### src/rtl/morse_player.sv
// Morse playback engine: walks NUM_SYM latched symbol slots, plays each
// enabled symbol unit by unit with silent gaps between symbols, and gates a
// square-wave buzzer tone with the unit envelope. Optional repeat looping.
module morse_player #(
    parameter int UNIT_DIV  = 50_000_000,
    parameter int TONE_DIV  = 25_000,
    parameter int NUM_SYM   = 7,
    parameter int SYM_BITS  = 14,
    parameter int LEN_W     = 4,
    parameter int GAP_UNITS = 3
) (
    input  logic                                              clk,
    input  logic                                              rst_n,
    input  logic                                              start,
    input  logic                                              stop,
    input  logic                                              repeat_en,
    input  logic [NUM_SYM*SYM_BITS-1:0]                       code,
    input  logic [NUM_SYM*LEN_W-1:0]                          len,
    input  logic [NUM_SYM-1:0]                                sym_en,
    output logic                                              busy,
    output logic                                              done,
    output logic                                              env,
    output logic                                              tone,
    output logic [((NUM_SYM > 1) ? $clog2(NUM_SYM) : 1)-1:0]  sym_idx
);

    localparam int SIDX_W = (NUM_SYM > 1) ? $clog2(NUM_SYM) : 1;
    // Slot index needs one extra value: NUM_SYM marks "pass finished".
    localparam int IDX_W  = $clog2(NUM_SYM + 1);
    localparam int DIV_W  = $clog2(UNIT_DIV);
    localparam int MAXU   = (SYM_BITS > GAP_UNITS) ? SYM_BITS : GAP_UNITS;
    localparam int UNIT_W = $clog2(MAXU + 1);
    localparam int TONE_W = (TONE_DIV > 1) ? $clog2(TONE_DIV) : 1;

    typedef enum logic [2:0] {S_IDLE, S_PICK, S_GAP, S_PLAY, S_DONE} state_t;

    state_t                      state_q, state_d;
    logic [IDX_W-1:0]            idx_q, idx_d;
    logic [DIV_W-1:0]            div_q, div_d;
    logic [UNIT_W-1:0]           unit_q, unit_d;
    logic                        played_q, played_d;   // something played this pass
    logic                        gap_q, gap_d;         // something played since start
    logic [NUM_SYM*SYM_BITS-1:0] code_q, code_d;
    logic [NUM_SYM*LEN_W-1:0]    len_q, len_d;
    logic [NUM_SYM-1:0]          en_q, en_d;
    logic [TONE_W-1:0]           tcnt_q, tcnt_d;
    logic                        tlow_q, tlow_d;       // 0 = high half of tone period

    int                          sel;
    int                          eff_len;
    logic [SYM_BITS-1:0]         cur_code;
    logic [LEN_W-1:0]            cur_len;
    logic                        playable;
    logic                        last_unit;
    logic                        unit_end;
    logic                        end_pass;

    // Decode the currently selected shadow slot: bits, clipped length, playability.
    always_comb begin
        sel       = (idx_q < IDX_W'(NUM_SYM)) ? int'(idx_q) : 0;
        cur_code  = SYM_BITS'(code_q >> (sel * SYM_BITS));
        cur_len   = LEN_W'(len_q >> (sel * LEN_W));
        eff_len   = (int'(cur_len) > SYM_BITS) ? SYM_BITS : int'(cur_len);
        playable  = (|(en_q & (NUM_SYM'(1) << sel))) && (cur_len != '0);
        last_unit = (int'(unit_q) == eff_len - 1);
        unit_end  = (div_q == DIV_W'(UNIT_DIV - 1));
        end_pass  = (idx_q == IDX_W'(NUM_SYM)) ||
                    (!playable && (idx_q == IDX_W'(NUM_SYM - 1)));
        env       = (state_q == S_PLAY) && (|(cur_code & (SYM_BITS'(1) << unit_q)));
        tone      = env && !tlow_q;
        busy      = (state_q != S_IDLE);
        sym_idx   = idx_q[SIDX_W-1:0];
    end

    // Next-state logic for the playback FSM, unit timing and tone divider.
    always_comb begin
        state_d  = state_q;
        idx_d    = idx_q;
        div_d    = div_q;
        unit_d   = unit_q;
        played_d = played_q;
        gap_d    = gap_q;
        code_d   = code_q;
        len_d    = len_q;
        en_d     = en_q;
        done     = 1'b0;

        case (state_q)
            S_IDLE: begin
                if (start && !stop) begin
                    code_d   = code;
                    len_d    = len;
                    en_d     = sym_en;
                    idx_d    = '0;
                    div_d    = '0;
                    unit_d   = '0;
                    played_d = 1'b0;
                    gap_d    = 1'b0;
                    state_d  = S_PICK;
                end
            end
            S_PICK: begin
                if (end_pass) begin
                    if (repeat_en && played_q) begin
                        idx_d    = '0;
                        played_d = 1'b0;
                    end else begin
                        state_d = S_DONE;
                    end
                end else if (playable) begin
                    div_d   = '0;
                    unit_d  = '0;
                    state_d = (gap_q && (GAP_UNITS > 0)) ? S_GAP : S_PLAY;
                end else begin
                    idx_d = idx_q + 1'b1;
                end
            end
            S_GAP: begin
                if (unit_end) begin
                    div_d = '0;
                    if (unit_q == UNIT_W'(GAP_UNITS - 1)) begin
                        unit_d  = '0;
                        state_d = S_PLAY;
                    end else begin
                        unit_d = unit_q + 1'b1;
                    end
                end else begin
                    div_d = div_q + 1'b1;
                end
            end
            S_PLAY: begin
                if (unit_end) begin
                    div_d = '0;
                    if (last_unit) begin
                        unit_d   = '0;
                        played_d = 1'b1;
                        gap_d    = 1'b1;
                        idx_d    = idx_q + 1'b1;
                        state_d  = S_PICK;
                    end else begin
                        unit_d = unit_q + 1'b1;
                    end
                end else begin
                    div_d = div_q + 1'b1;
                end
            end
            S_DONE: begin
                done    = 1'b1;
                state_d = S_IDLE;
            end
            default: state_d = S_IDLE;
        endcase

        // Abort from any active state; start in IDLE already loses to stop above.
        if (stop && (state_q != S_IDLE)) begin
            state_d = S_IDLE;
        end

        // Tone restarts on its high half whenever the envelope is off.
        if (!env) begin
            tcnt_d = '0;
            tlow_d = 1'b0;
        end else if (tcnt_q == TONE_W'(TONE_DIV - 1)) begin
            tcnt_d = '0;
            tlow_d = !tlow_q;
        end else begin
            tcnt_d = tcnt_q + 1'b1;
            tlow_d = tlow_q;
        end
    end

    // State, counters and shadow copies of the message.
    always_ff @(posedge clk or negedge rst_n) begin
        if (!rst_n) begin
            state_q  <= S_IDLE;
            idx_q    <= '0;
            div_q    <= '0;
            unit_q   <= '0;
            played_q <= 1'b0;
            gap_q    <= 1'b0;
            code_q   <= '0;
            len_q    <= '0;
            en_q     <= '0;
            tcnt_q   <= '0;
            tlow_q   <= 1'b0;
        end else begin
            state_q  <= state_d;
            idx_q    <= idx_d;
            div_q    <= div_d;
            unit_q   <= unit_d;
            played_q <= played_d;
            gap_q    <= gap_d;
            code_q   <= code_d;
            len_q    <= len_d;
            en_q     <= en_d;
            tcnt_q   <= tcnt_d;
            tlow_q   <= tlow_d;
        end
    end

endmodule

### config.mk
export PLATFORM = sky130hd
export DESIGN_NAME = morse_player
export DESIGN_NICKNAME = d
export VERILOG_FILES = /design/src/rtl/morse_player.sv
export SDC_FILE = /design/constraint.sdc
export NUM_CORES = 1
export LEC_CHECK = 0
export CAP_MARGIN = 30
export CORE_ASPECT_RATIO = 0.8
export CORE_MARGIN = 10
export CORE_UTILIZATION = 50
export DETAILED_ROUTE_END_ITERATION = 10
export PLACE_DENSITY_LB_ADDON = 0.08
export SYNTH_ARGS = -nofsm -noshare
export SYNTH_HDL_FRONTEND = slang
export SYNTH_SLANG_ARGS = --single-unit
### constraint.sdc
create_clock -name clk -period 6.6 [get_ports clk]
set_clock_uncertainty 0.2 [all_clocks]
set_input_delay 0.99 -clock clk [delete_from_list [all_inputs] [get_ports clk]]
set_output_delay 0.99 -clock clk [all_outputs]
set_load 0.02 [all_outputs]
==> flow_metrics.env <==
export IMPL_drive_above_1_share_pct=7.50
export IMPL_coreArea_um2=19100
export IMPL_r2r_cells=10
export IMPL_r2r_start="sym_idx[0]"
export IMPL_cts_root_buf="clkbuf_16"
export IMPL_path_buf_inv=4
export IMPL_arrival_ns=3.88
export IMPL_slowest_delay_ns=0.59
export IMPL_worstPathCellList="buf_12 -> inv_2 -> mux4_2 -> a21oi_1 -> a221oi_1 -> o2bb2ai_1 -> o31ai_2 -> inv_1 -> clkdlybuf4s50_1"
export IMPL_synth_area_per_cell_um2=8.59
export IMPL_synthTopCellsByArea="dfrtp_1 48%, nand2_1 17%, o21ai_0 2.2%, nor2_1 2.0%, o22ai_1 1.8%"
export IMPL_overflow=0
export IMPL_slew_viol_final=0
export IMPL_crit_path_max_fanout=38
export IMPL_cts_buffers=17
export IMPL_die_x_um=177
export IMPL_cp_top_family="buffers and inverters"
export IMPL_gp_congestion=0.875
export IMPL_worstSetupStartpoint="sym_idx[0]"
export IMPL_wl_per_cell_um=18.3
export IMPL_grt_pass1_vias=7968
export IMPL_num_fill_cells=1720
export IMPL_worstHoldPathType="reg2reg"
export IMPL_synth_xor_area_share_pct=2.14
export IMPL_fin_crit_sh_pct=76.9
export IMPL_wl_um=27900
export IMPL_grt_max_degree=96
export IMPL_clkSlewWorstSetupHoldPaths_ns=0.07
export IMPL_rows=45
export IMPL_hold_depth=2
export IMPL_synth_top_area_share_pct=47.7
export IMPL_antenna_found_initial=0
export IMPL_num_vias=8365
export IMPL_final_seq_area_um2=4680
export IMPL_place_inst=1493
export IMPL_postRouteAntennaNets=0
export IMPL_worstPathRequired_ns=5.41
export IMPL_yosysTopAreaCell="dfrtp_1"
export IMPL_tightest_slew_ns=0.856
export IMPL_drtPass1Iterations=5
export IMPL_path_class="reg2out"
export IMPL_finalSetupTns_ns=0
export IMPL_powerDensity_nw_per_um2=415
export IMPL_synth_cell_type_count=86
export IMPL_crit_path_end_kind="output port"
export IMPL_slew_headroom_pct=42.9
export IMPL_post_dp_hpwl_um=20100
export IMPL_clock_sinks=187
export IMPL_synth_ff_type="dfrtp_1"
export IMPL_syn_inst=1142
export IMPL_irDropWorstVdd_mv=0.198
export IMPL_yosys_warnings=0
export IMPL_drc=0
export IMPL_synthToLayoutAreaGrowth_pct=21.5
export IMPL_design_die_area_um2=25700
export IMPL_muxShareOfSynthArea_pct=3.75
export IMPL_setup_viol=0
export IMPL_insertion_delay_ns=0.43
export IMPL_regToRegSetupSlack_ns=2.74
export IMPL_async_flop_share_pct=100
export IMPL_die_y_um=145
export IMPL_hold_viol=0
export IMPL_max_cap_violations=0
export IMPL_synth_edf_count=0
export IMPL_fmax_mhz=197
export IMPL_cts_buffer_depth=2
export IMPL_synth_seq_cells=187
export IMPL_hold_buffers=0
export IMPL_p_leak_nw=5.41
export IMPL_yosys_area_share_simple_pct=26.7
export IMPL_path_depth=9
export IMPL_multi_input_area_um2=4710
export IMPL_ys_seq_area_share_pct=47.7
export IMPL_via_per_inst=5.49
export IMPL_run_status="finished clean"
export IMPL_rsz0062_at_grt="no"
export IMPL_postCtsSetupRepairBufs=0
export IMPL_synth_compound_area_share_pct=13.8
export IMPL_cts_resized=0
export IMPL_syn_cell_area_um2=9810
export IMPL_initial_core_util_pct=51.2
export IMPL_cp_slowest_cell="dfrtp_2"
export IMPL_start_kind="flip-flop"
export IMPL_portBuffers=144
export IMPL_grt_pass1_wl_um=44700
export IMPL_synth_nets=1291
export IMPL_hold_ws_ns=0.274
export IMPL_diodes=0
export IMPL_cts_tree="yes"
export IMPL_rr_endpoint="div_q[24]"
export IMPL_crit_end="env"
export IMPL_period_needed_ns=5.07
export IMPL_yosys_area_share_adder_pct=1.40
export IMPL_nets=1403
export IMPL_fin_cells=1525
export IMPL_htree_levels=4
export IMPL_io_pins=145
export IMPL_grt_use_total_pct=21.4
export IMPL_drtIter0Drc=892
export IMPL_synth_top_family_by_area="simple AND/OR/NAND/NOR gates"
power by group:
group	internal [mW]	leakage (nW)	switching, mW
combinational	0.811	2.77	1.20
clock	0.505	0.253	0.471
sequential	1.57	2.38	0.387
how the worst min path moves through the flow:
stage                           from          to  slack (ns)
after floorplan             len_q[6]    len_q[6]        0.24
after global placement     len_q[15]   len_q[15]        0.25
after detailed placement   len_q[15]   len_q[15]        0.26
after CTS                  len_q[15]   len_q[15]        0.28
after global routing      code_q[59]  code_q[59]        0.30
final                      len_q[15]   len_q[15]        0.27
worst register-to-register path, stage by stage (launching register included):
cell and delay [ns]:
dfrtp_2 0.68, buf_12 0.30, or2_1 0.36, o21ai_2 0.10
a211oi_2 0.57, and2_4 0.29, a211oi_4 0.09, o21ai_2 0.71
nor4_1 0.18, xnor2_1 0.23, nor2_2 0.05
registers in the layout, summed over array words and instances (netlist names):
name / cells
tcnt_q: 15
sym_idx: 3
gap_q: 1
div_q: 26
tlow_q: 1
en_q: 7
code_q: 98
state_q: 3
unit_q: 4
len_q: 28
played_q: 1
placed cells by master (no fill, tap or decap), types with 3 or more instances in the layout:
cell type        netlist  final
a211oi_2               5      5
a221oi_1               5      5
a22o_1                 8      8
mux2_2                12     12
mux2i_1               12     12
a22oi_1                5      5
nand2b_1               7      7
nor2b_1                9      9
xor2_1                11     11
nor3b_1                5      5
nand3_1               27     26
nor2_1                53     52
nor3_1                10     10
o21ai_1                6      6
clkbuf_16              0     17
inv_1                 28     28
ha_1                  11     11
nor4_1                 4      4
nand4b_1               5      5
or3_1                  5      5
a211oi_1               5      5
and2_1                 6      6
o21ai_0               44     44
nand4_1                9      9
clkinvlp_4             0      6
clkdlybuf4s50_1        0    143
a211o_1                3      3
and3_1                13     13
o31ai_1                8      8
xnor2_1               13     13
o22ai_1               29     29
inv_8                  0      4
nand2_1              440    440
mux4_2                 4      4
a21o_1                 3      3
a21oi_1               23     23
a31oi_1                6      6
dfrtp_1              187    185
buf_4                  5      7
synth_stat cells (6+ instances only):
cell type    n
nand2_1    440
dfrtp_1    187
nor2_1      53
o21ai_0     44
clkbuf_1    37
o22ai_1     29
inv_1       28
nand3_1     27
a21oi_1     23
and3_1      13
xnor2_1     13
mux2_2      12
mux2i_1     12
ha_1        11
xor2_1      11
nor3_1      10
buf_2        9
nand4_1      9
nor2b_1      9
a22o_1       8
o31ai_1      8
buf_6        7
nand2b_1     7
a31oi_1      6
and2_1       6
o21ai_1      6
per-stage QoR:
stage                     setup slack (ns)  cell area (µm²)  util, %  total power [mW]
after floorplan                       3.08             9810        -              3.31
after global placement                1.70            11300     59.3              3.90
after detailed placement              2.01            11400     59.4              3.94
after CTS                             1.53            11900     62.3              4.93
after global routing                  1.27            11900     62.3              5.28
final                                 1.53            11900     62.3              4.94
metal layers:
layer | global-route usage (%) | vias up | share of wire (%)
li1 | - | 4093 | -
met1 | 34.4 | 3978 | 53
met2 | 27.4 | 272 | 39
met3 | 5.85 | 22 | 7.1
met4 | 4.28 | 0 | 1.2
met5 | 0 | - | 0
cells by family (layout without fill, tap and decap cells):
kind of cell / Yosys count / in the layout
simple gates: 611 / 611
compound gates: 189 / 189
flops: 187 / 187
buf+inv: 90 / 215
mux: 30 / 30
xor+xnor: 24 / 24
fa+ha+maj: 11 / 11
final cells by class:
| cell class | instances | area share [%] |
|---|---|---|
| flip-flops and latches | 187 | 39.3 |
| repair buffers | 153 | 12.9 |
| inverters | 30 | 0.945 |
| multi-input cells | 865 | 39.5 |
| clock buffers | 20 | 3.75 |
| well taps | 258 | 2.71 |
| clock inverters | 12 | 0.903 |
Power figures use the tool's default switching activity.
